### src/rtl/bp_fe_cmd_consumer_if.sv
// Handshake bundle between the FE command queue / icache and the FE command
// consumer. Signal names keep their consumer-side direction suffixes so they
// line up with the consumer's documentation.
//
// Command queue (valid/yumi):
//   fe_cmd_i       [113:0] head command; [3:0] opcode, [42:4] vaddr, [113:43] operand
//   fe_cmd_v_i             head command valid
//   fe_cmd_yumi_o          consumer dequeues the head this cycle
//
// Icache fence (valid/ready request, then a done pulse):
//   icache_fence_v_o       fence request valid
//   icache_fence_ready_i   icache accepts the request
//   icache_fence_done_i    fence complete pulse
//
// The handshake rules are as follows. The queue holds fe_cmd_i stable while
// fe_cmd_v_i is high until it sees fe_cmd_yumi_o. Yumi is only asserted
// together with valid. A fence request is accepted in a cycle where both
// icache_fence_v_o and icache_fence_ready_i are high.
interface bp_fe_cmd_consumer_if;
  logic [113:0] fe_cmd_i;
  logic         fe_cmd_v_i;
  logic         fe_cmd_yumi_o;
  logic         icache_fence_v_o;
  logic         icache_fence_ready_i;
  logic         icache_fence_done_i;

  // master: command queue + icache side
  modport master (
    output fe_cmd_i, fe_cmd_v_i, icache_fence_ready_i, icache_fence_done_i,
    input  fe_cmd_yumi_o, icache_fence_v_o
  );

  // slave: the command consumer
  modport slave (
    input  fe_cmd_i, fe_cmd_v_i, icache_fence_ready_i, icache_fence_done_i,
    output fe_cmd_yumi_o, icache_fence_v_o
  );
endinterface

### src/rtl/bp_fe_cmd_consumer.sv
// FE command consumer. It decodes the command at the head of the FE command
// queue without registering it. Simple commands are consumed in the same cycle
// they are seen. The icache fence and FE state-reset commands are sequenced by
// a small FSM. These commands are dequeued only when they finish.
//
// Ports:
//   clk_i, reset_i          clock, synchronous active-high reset
//   cmd_if (slave)          command queue + icache fence handshakes
//   redirect_v_o/pc_o       one-cycle PC redirect, target = vaddr
//   itlb_w_v_o/vtag_o/entry_o  one-cycle ITLB write
//   attaboy_v_o             one-cycle predictor confirm
//   fe_state_reset_o        FE state reset, held reset_cycles_p cycles
//   poison_o                one-cycle fetch pipeline flush
//   illegal_o               one-cycle pulse, unknown opcode consumed
//   timeout_o               sticky, an icache fence timed out
//   busy_o                  FSM not in IDLE
//   state_o                 current FSM state (debug)
module bp_fe_cmd_consumer #(
  parameter int reset_cycles_p  = 4,
  parameter int fence_timeout_p = 64
) (
  input  logic         clk_i,
  input  logic         reset_i,
  bp_fe_cmd_consumer_if.slave cmd_if,
  output logic         redirect_v_o,
  output logic [38:0]  redirect_pc_o,
  output logic         itlb_w_v_o,
  output logic [26:0]  itlb_w_vtag_o,
  output logic [70:0]  itlb_w_entry_o,
  output logic         attaboy_v_o,
  output logic         fe_state_reset_o,
  output logic         poison_o,
  output logic         illegal_o,
  output logic         timeout_o,
  output logic         busy_o,
  output logic [1:0]   state_o
);

  typedef enum logic [1:0] {IDLE, FENCE_REQ, FENCE_WAIT, SRESET} state_e;

  localparam logic [7:0] fence_last_lp = 8'(fence_timeout_p - 1);
  localparam logic [7:0] sreset_last_lp = 8'(reset_cycles_p - 1);

  state_e     state_r;
  logic [7:0] cnt_r;
  logic       timeout_r;

  logic [3:0] opcode;
  logic       yumi_raw;
  logic       timeout_set;

  assign opcode = cmd_if.fe_cmd_i[3:0];

  // Data fields are plain slices of the queue head; the strobes qualify them.
  assign redirect_pc_o  = cmd_if.fe_cmd_i[42:4];
  assign itlb_w_vtag_o  = cmd_if.fe_cmd_i[42:16];
  assign itlb_w_entry_o = cmd_if.fe_cmd_i[113:43];

  // Strobes are combinational so simple commands retire in the cycle they are
  // seen. Everything is forced low while reset_i is high. This covers the
  // first reset cycle, when the state register still holds its old value.
  always_comb begin
    redirect_v_o            = 1'b0;
    itlb_w_v_o              = 1'b0;
    attaboy_v_o             = 1'b0;
    poison_o                = 1'b0;
    illegal_o               = 1'b0;
    fe_state_reset_o        = 1'b0;
    cmd_if.icache_fence_v_o = 1'b0;
    yumi_raw                = 1'b0;
    timeout_set             = 1'b0;
    if (!reset_i) begin
      case (state_r)
        IDLE: begin
          if (cmd_if.fe_cmd_v_i) begin
            case (opcode)
              4'd0: begin redirect_v_o = 1'b1; poison_o = 1'b1; yumi_raw = 1'b1; end
              4'd1: begin itlb_w_v_o   = 1'b1; yumi_raw = 1'b1; end
              4'd2: poison_o = 1'b1;
              4'd3: begin attaboy_v_o  = 1'b1; yumi_raw = 1'b1; end
              4'd4: poison_o = 1'b1;
              default: begin illegal_o = 1'b1; yumi_raw = 1'b1; end
            endcase
          end
        end
        FENCE_REQ: cmd_if.icache_fence_v_o = 1'b1;
        FENCE_WAIT: begin
          // done wins over a timeout landing in the same cycle
          if (cmd_if.icache_fence_done_i) begin
            yumi_raw = 1'b1;
          end else if (cnt_r == fence_last_lp) begin
            yumi_raw    = 1'b1;
            timeout_set = 1'b1;
          end
        end
        SRESET: begin
          fe_state_reset_o = 1'b1;
          if (cnt_r == sreset_last_lp) yumi_raw = 1'b1;
        end
        default: ;
      endcase
    end
  end

  // Never dequeue an empty queue head.
  assign cmd_if.fe_cmd_yumi_o = yumi_raw & cmd_if.fe_cmd_v_i;

  always_ff @(posedge clk_i) begin
    if (reset_i) begin
      state_r   <= IDLE;
      cnt_r     <= 8'd0;
      timeout_r <= 1'b0;
    end else begin
      if (timeout_set) timeout_r <= 1'b1;
      case (state_r)
        IDLE: begin
          if (cmd_if.fe_cmd_v_i && opcode == 4'd2) begin
            state_r <= FENCE_REQ;
          end else if (cmd_if.fe_cmd_v_i && opcode == 4'd4) begin
            state_r <= SRESET;
            cnt_r   <= 8'd0;
          end
        end
        FENCE_REQ: begin
          if (cmd_if.icache_fence_ready_i) begin
            state_r <= FENCE_WAIT;
            cnt_r   <= 8'd0;
          end
        end
        FENCE_WAIT: begin
          if (cmd_if.icache_fence_done_i || cnt_r == fence_last_lp) begin
            state_r <= IDLE;
          end else if (cnt_r != 8'hff) begin
            cnt_r <= cnt_r + 8'd1;
          end
        end
        SRESET: begin
          if (cnt_r == sreset_last_lp) begin
            state_r <= IDLE;
          end else if (cnt_r != 8'hff) begin
            cnt_r <= cnt_r + 8'd1;
          end
        end
        default: state_r <= IDLE;
      endcase
    end
  end

  assign timeout_o = timeout_r & ~reset_i;
  assign busy_o    = (state_r != IDLE) & ~reset_i;
  assign state_o   = state_r;

endmodule

### src/flat_wrapper.sv
// flat-port wrapper written by rule: the top's interface ports become plain ports
module bp_fe_cmd_consumer_flat 
#(
  parameter int reset_cycles_p  = 4,
  parameter int fence_timeout_p = 64
)
  (clk_i, reset_i, redirect_v_o, redirect_pc_o, itlb_w_v_o, itlb_w_vtag_o, itlb_w_entry_o, attaboy_v_o, fe_state_reset_o, poison_o, illegal_o, timeout_o, busy_o, state_o, cmd_if_fe_cmd_i, cmd_if_fe_cmd_v_i, cmd_if_icache_fence_ready_i, cmd_if_icache_fence_done_i, cmd_if_fe_cmd_yumi_o, cmd_if_icache_fence_v_o);
  bp_fe_cmd_consumer_if cmd_if_i ();
  input  logic clk_i;
  input  logic reset_i;
  output logic redirect_v_o;
  output logic [38:0] redirect_pc_o;
  output logic itlb_w_v_o;
  output logic [26:0] itlb_w_vtag_o;
  output logic [70:0] itlb_w_entry_o;
  output logic attaboy_v_o;
  output logic fe_state_reset_o;
  output logic poison_o;
  output logic illegal_o;
  output logic timeout_o;
  output logic busy_o;
  output logic [1:0] state_o;
  input wire logic [$bits(cmd_if_i.fe_cmd_i)-1:0] cmd_if_fe_cmd_i;
  input wire logic [$bits(cmd_if_i.fe_cmd_v_i)-1:0] cmd_if_fe_cmd_v_i;
  input wire logic [$bits(cmd_if_i.icache_fence_ready_i)-1:0] cmd_if_icache_fence_ready_i;
  input wire logic [$bits(cmd_if_i.icache_fence_done_i)-1:0] cmd_if_icache_fence_done_i;
  output wire logic [$bits(cmd_if_i.fe_cmd_yumi_o)-1:0] cmd_if_fe_cmd_yumi_o;
  output wire logic [$bits(cmd_if_i.icache_fence_v_o)-1:0] cmd_if_icache_fence_v_o;
  assign cmd_if_i.fe_cmd_i = cmd_if_fe_cmd_i;
  assign cmd_if_i.fe_cmd_v_i = cmd_if_fe_cmd_v_i;
  assign cmd_if_i.icache_fence_ready_i = cmd_if_icache_fence_ready_i;
  assign cmd_if_i.icache_fence_done_i = cmd_if_icache_fence_done_i;
  assign cmd_if_fe_cmd_yumi_o = cmd_if_i.fe_cmd_yumi_o;
  assign cmd_if_icache_fence_v_o = cmd_if_i.icache_fence_v_o;
  bp_fe_cmd_consumer #(.reset_cycles_p(reset_cycles_p), .fence_timeout_p(fence_timeout_p)) u_core (.clk_i(clk_i), .reset_i(reset_i), .cmd_if(cmd_if_i), .redirect_v_o(redirect_v_o), .redirect_pc_o(redirect_pc_o), .itlb_w_v_o(itlb_w_v_o), .itlb_w_vtag_o(itlb_w_vtag_o), .itlb_w_entry_o(itlb_w_entry_o), .attaboy_v_o(attaboy_v_o), .fe_state_reset_o(fe_state_reset_o), .poison_o(poison_o), .illegal_o(illegal_o), .timeout_o(timeout_o), .busy_o(busy_o), .state_o(state_o));
endmodule
### config.mk
export PLATFORM = sky130hd
export DESIGN_NAME = bp_fe_cmd_consumer_flat
export DESIGN_NICKNAME = d
export VERILOG_FILES = /design/src/rtl/bp_fe_cmd_consumer_if.sv /design/src/rtl/bp_fe_cmd_consumer.sv /design/src/flat_wrapper.sv
export SDC_FILE = /design/constraint.sdc
export NUM_CORES = 1
export LEC_CHECK = 0
export CAP_MARGIN = 20
export CORE_AREA = 2 2 105 107
export DETAILED_ROUTE_END_ITERATION = 12
export DIE_AREA = 0 0 107 109
export HOLD_SLACK_MARGIN = 0.06
export PLACE_DENSITY = 0.61
export SYNTH_ARGS = -nofsm -noshare
export SYNTH_HDL_FRONTEND = slang
export SYNTH_SLANG_ARGS = --single-unit
### constraint.sdc
create_clock -name clk_i -period 2.4 [get_ports clk_i]
set_input_delay 0.24 -clock clk_i [delete_from_list [all_inputs] [get_ports clk_i]]
set_output_delay 0.24 -clock clk_i [all_outputs]
set_load 0.1 [all_outputs]
==> report_table.html <==
<table>
<tr><th>Metric</th><th>Value</th></tr>
<tr><th colspan="2">Clock network</th></tr>
<tr><td>TritonCTS clock tree</td><td>yes</td></tr>
<tr><td>Hold_buf cts</td><td>0</td></tr>
<tr><td>Maximum level of the CTS H-tree</td><td>1</td></tr>
<tr><td>Clock Tree Root</td><td>clkbuf_8</td></tr>
<tr><td>Number of sinks on the clock net</td><td>11</td></tr>
<tr><td>Register clock-pin slew on the reported worst setup and hold paths</td><td>0.05 ns</td></tr>
<tr><td>Clock latency on the worst-skew pair</td><td>~0.24 ns</td></tr>
<tr><td>Clock tree buffer depth</td><td>2</td></tr>
<tr><td>Total CTS buffers</td><td>3</td></tr>
<tr><th colspan="2">Floorplan</th></tr>
<tr><td>Placement row count</td><td>38</td></tr>
<tr><td>Area of the core region</td><td>~11000 um2</td></tr>
<tr><td>Width of the die</td><td>107 um</td></tr>
<tr><td>Starting density of the core</td><td>17.41%</td></tr>
<tr><td>Top-level I/O count</td><td>~270</td></tr>
<tr><td>Die Y</td><td>about 110 um</td></tr>
<tr><td>Area enclosed by the die boundary</td><td>11660 um2</td></tr>
<tr><th colspan="2">Place</th></tr>
<tr><td>Final weighted congestion in routability-driven placement</td><td>0.8366</td></tr>
<tr><td>HPWL after detailed placement</td><td>2620 um</td></tr>
<tr><td>Buffers on Ports</td><td>20</td></tr>
<tr><td>Area after DPL</td><td>about 1400 um2</td></tr>
<tr><th colspan="2">Worst setup path</th></tr>
<tr><td>Worst Path Buf+Inv</td><td>1</td></tr>
<tr><td>Reg2Reg Launch Point</td><td>u_core.cnt_r[0]$_SDFFE_PP0P_</td></tr>
<tr><td>Cells along the critical path</td><td>ha_1, and3_4, nand4_2, a22oi_4, a21oi_1, nor3b_4, buf_12</td></tr>
<tr><td>End of the worst register-to-register path</td><td>u_core.cnt_r[1]$_SDFFE_PP0P_</td></tr>
<tr><td>Worst EP required</td><td>2.16 ns</td></tr>
<tr><td>Highest net fanout along the worst path</td><td>4</td></tr>
<tr><td>Arrival time of data at the critical path endpoint</td><td>between 1.5 and 2 ns</td></tr>
<tr><td>Critical Path Stages</td><td>7</td></tr>
<tr><td>Worst path max stage delay</td><td>approximately 0.38 ns</td></tr>
<tr><td>Reg-to-reg slack, setup</td><td>0.55 ns</td></tr>
<tr><td>Worst R2R Path Depth</td><td>8</td></tr>
<tr><td>Critical path capture point type</td><td>primary output</td></tr>
<tr><td>Critical path launch point type</td><td>flip-flop</td></tr>
<tr><td>Master of the slowest instance on the critical path</td><td>dfxtp_1</td></tr>
<tr><td>Type of the worst setup path</td><td>flip-flop to primary output</td></tr>
<tr><td>CP delay by family, top</td><td>simple AND/OR/NAND/NOR gates</td></tr>
<tr><th colspan="2">Logic synthesis</th></tr>
<tr><td>Cell taking the most area after synthesis</td><td>buf_4</td></tr>
<tr><td>Yosys synthesis warning count</td><td>0</td></tr>
<tr><td>Netlist cell types</td><td>39</td></tr>
<tr><td>Cell area after technology mapping</td><td>1846 um2</td></tr>
<tr><td>Area contributors post-synth</td><td>buf_4, dfxtp_1, nand2b_1</td></tr>
<tr><td>Average size of a mapped cell</td><td>7.921 um2</td></tr>
<tr><td>Number of synthesized flops with an enable pin</td><td>0</td></tr>
<tr><td>Post-synth top flop</td><td>dfxtp_1</td></tr>
<tr><td>Number of nets in the synthesized netlist</td><td>353</td></tr>
<tr><td>Number of standard cells after synthesis</td><td>233</td></tr>
<tr><td>Count of state elements after synthesis</td><td>11</td></tr>
<tr><td>FFs w/ async S/R, synth</td><td>0%</td></tr>
<tr><td>Top cell type's share of synthesized area</td><td>a little under three fifths</td></tr>
<tr><td>Sequential fraction of the synthesis area</td><td>11.93%</td></tr>
<tr><th colspan="2">Routing</th></tr>
<tr><td>Via count</td><td>919</td></tr>
<tr><td>DR WL/cell</td><td>between 10 and 15 um</td></tr>
<tr><td>Initial DRT Pass Iterations</td><td>3</td></tr>
<tr><td>DR iter-0 viols</td><td>40</td></tr>
<tr><td>Final ANT Viol Nets</td><td>0</td></tr>
<tr><td>Routed vias/inst</td><td>roughly 3.5</td></tr>
<tr><td>Total DRC errors in the routed layout</td><td>0</td></tr>
<tr><td>Final Routed Wirelength</td><td>3278 um</td></tr>
<tr><th colspan="2">Power</th></tr>
<tr><td>Share of total power in the clock network</td><td>37.2%</td></tr>
<tr><td>Logic pwr share</td><td>25.7%</td></tr>
<tr><td>Highest ir drop seen on vdd</td><td>between 0.15 and 0.2 mV</td></tr>
<tr><td>Power density over cell area</td><td>353.4 nW/um2</td></tr>
<tr><td>Net switching power of the design</td><td>156.5 uW</td></tr>
<tr><td>Internal power</td><td>351.6 uW</td></tr>
<tr><td>Net switching share of the total power</td><td>30.81%</td></tr>
<tr><td>Sequential cell fraction of total power</td><td>a little under two fifths</td></tr>
<tr><td>Static leakage power</td><td>0.0004529 uW</td></tr>
<tr><td>Post-route total power</td><td>about 510 uW</td></tr>
<tr><th colspan="2">STA</th></tr>
<tr><td>Number of max-slew violations in the final report</td><td>0</td></tr>
<tr><td>Number of hold-slack violations in the final timing report</td><td>0</td></tr>
<tr><td>Unrepaired setup endpoints after global routing</td><td>false</td></tr>
<tr><td>Worst-case hold slack</td><td>0.4800 ns</td></tr>
<tr><td>Final count of negative-setup-slack endpoints</td><td>0</td></tr>
<tr><td>Clock Skews</td><td>approximately 0.0018 ns</td></tr>
<tr><td>Tightest slew margin relative to the limit</td><td>71.25%</td></tr>
<tr><td>Post-layout minimum cycle time</td><td>2.204 ns</td></tr>
<tr><td>Final Cycle Share</td><td>91.84%</td></tr>
<tr><td>Achievable Freq</td><td>453.7 MHz</td></tr>
<tr><td>Setup tns final</td><td>0 ns</td></tr>
<tr><td>Measured slew at the worst slew-check pin</td><td>0.4300 ns</td></tr>
<tr><th colspan="2">Min path</th></tr>
<tr><td>Launch instance of the worst min-delay path</td><td>cmd_if_fe_cmd_i[71]</td></tr>
<tr><td>Hold Crit Endpoint</td><td>itlb_w_entry_o[28]</td></tr>
<tr><td>Worst Hold Path Cells</td><td>0</td></tr>
<tr><td>Worst hold path class</td><td>primary input to primary output</td></tr>
<tr><th colspan="2">GRT</th></tr>
<tr><td>Total global routing track utilization</td><td>5.541%</td></tr>
<tr><td>GRT overflow</td><td>0</td></tr>
<tr><td>Via count of the first global-routing pass</td><td>930</td></tr>
<tr><td>Initial antenna violation count</td><td>0</td></tr>
<tr><td>Largest net degree at the start of global routing</td><td>19</td></tr>
<tr><td>First-pass GRT wire length</td><td>a little over 5000 um</td></tr>
<tr><th colspan="2">Layout</th></tr>
<tr><td>Commonest non-fill, non-tap cell in the layout</td><td>buf_12</td></tr>
<tr><td>Antenna fix cells</td><td>0</td></tr>
<tr><td>Area Overhead vs Synth</td><td>-22.10%</td></tr>
<tr><td>Post-route cell area</td><td>about 1400 um2</td></tr>
<tr><td>Final core utilization</td><td>13.56%</td></tr>
<tr><td>Share of final-layout standard cells stronger than drive strength 1</td><td>35.25%</td></tr>
<tr><td>Commonest cells after routing, fill and taps aside</td><td>buf_12, nand2_1, dfxtp_1</td></tr>
<tr><td>Nets</td><td>243</td></tr>
<tr><th colspan="2">Job</th></tr>
<tr><td>Max-capacitance violation count</td><td>0</td></tr>
<tr><th colspan="2">Status</th></tr>
<tr><td>Result of the run</td><td>complete, no violations</td></tr>
</table>
worst max-delay path by stage:
stage / from / slack (ns) / to
3_3_place_gp: cmd_if_fe_cmd_i[0] / 0.33 / u_core.cnt_r[3]$_SDFFE_PP0P_
5_1_grt: u_core.cnt_r[0]$_SDFFE_PP0P_ / 0.06 / cmd_if_fe_cmd_yumi_o
2_1_floorplan: u_core.state_o[0]$_SDFFE_PP0P_ / 0.005 / poison_o
4_1_cts: u_core.cnt_r[0]$_SDFFE_PP0P_ / 0.07 / cmd_if_fe_cmd_yumi_o
3_5_place_dp: cmd_if_fe_cmd_i[0] / 0.29 / u_core.cnt_r[1]$_SDFFE_PP0P_
6_report: u_core.cnt_r[0]$_SDFFE_PP0P_ / 0.20 / cmd_if_fe_cmd_yumi_o
power by group through the flow:
stage | Clock (uW) | Sequential, uW | Combinational, uW
finish | 189 | 188 | 131
global placement | 0 | 192 | 129
global route | 207 | 189 | 137
detailed placement | 0 | 192 | 130
floorplan | 0 | 197 | 1150
CTS | 194 | 188 | 130
metal layers:
metal | share of wire (%) | track usage [%]
met4 | 8.8 | 6.030
met5 | 0 | 0
met1 | 32 | 5.133
met2 | 43 | 7.461
met3 | 16 | 4.124
registers in the layout, indices dropped and copies added, names as in the netlist:
signal            count
u_core.cnt_r          8
u_core.state_o        2
u_core.timeout_r      1
cell usage after synthesis (all sizes together) (2+ instances only):
cell     number
and2          2
dfxtp        11
or4           2
and3          2
nand3         4
buf         138
xnor2         2
a21oi         2
inv           2
nor2         11
nand2b        7
nor3          8
a2111oi       2
clkbuf        3
nand2         9
xor2          3
o211ai        2
mux2i         4
nor3b         3
nor2b         2
timing repair:
action | in CTS | in global routing
endpoints found under the hold margin | 0 | 0
buffers inserted | 0 | 2
endpoints found under the setup margin | 0 | 1
resized for setup | 0 | 0
worst reg2reg max path: cells and delay by family (launching register included):
kind / cells / cell delay, ns
AND/OR/NAND/NOR: 3 / 0.57
buffers and inverters: 2 / 0.37
flip-flops: 1 / 0.33
adder cells (fa/ha/maj): 1 / 0.25
multiplexers: 1 / 0.19
AO/OA/AOI/OAI: 1 / 0.08
through the flow:
stage | instances | setup WS, ns
global placement | 256 | 0.3303
CTS | 260 | 0.07158
finish | 262 | 0.1959
floorplan | 233 | 0.004576
detailed placement | 256 | 0.2898
global route | 262 | 0.06167
cell families (layout without fill, tap and decap cells):
group / after synthesis / in the layout / share of synthesized area, %
buf+inv: 143 / 32 / 57.08
simple gates: 56 / 56 / 18.91
compound gates: 12 / 12 / 6.034
flops: 11 / 11 / 11.93
xor+xnor: 5 / 5 / 2.373
mux: 5 / 5 / 2.983
fa+ha+maj: 1 / 1 / 0.6779
final cells by class:
class | count | area [um2]
Fill cell | 1203 | 9165
Multi-Input combinational cell | 79 | 641.9
Timing Repair Buffer | 26 | 340.3
Sequential cell | 11 | 227.7
Tap cell | 140 | 175.2
Clock buffer | 4 | 45.04
Inverter | 2 | 7.507
No activity file was read; power rests on OpenSTA's default activity.
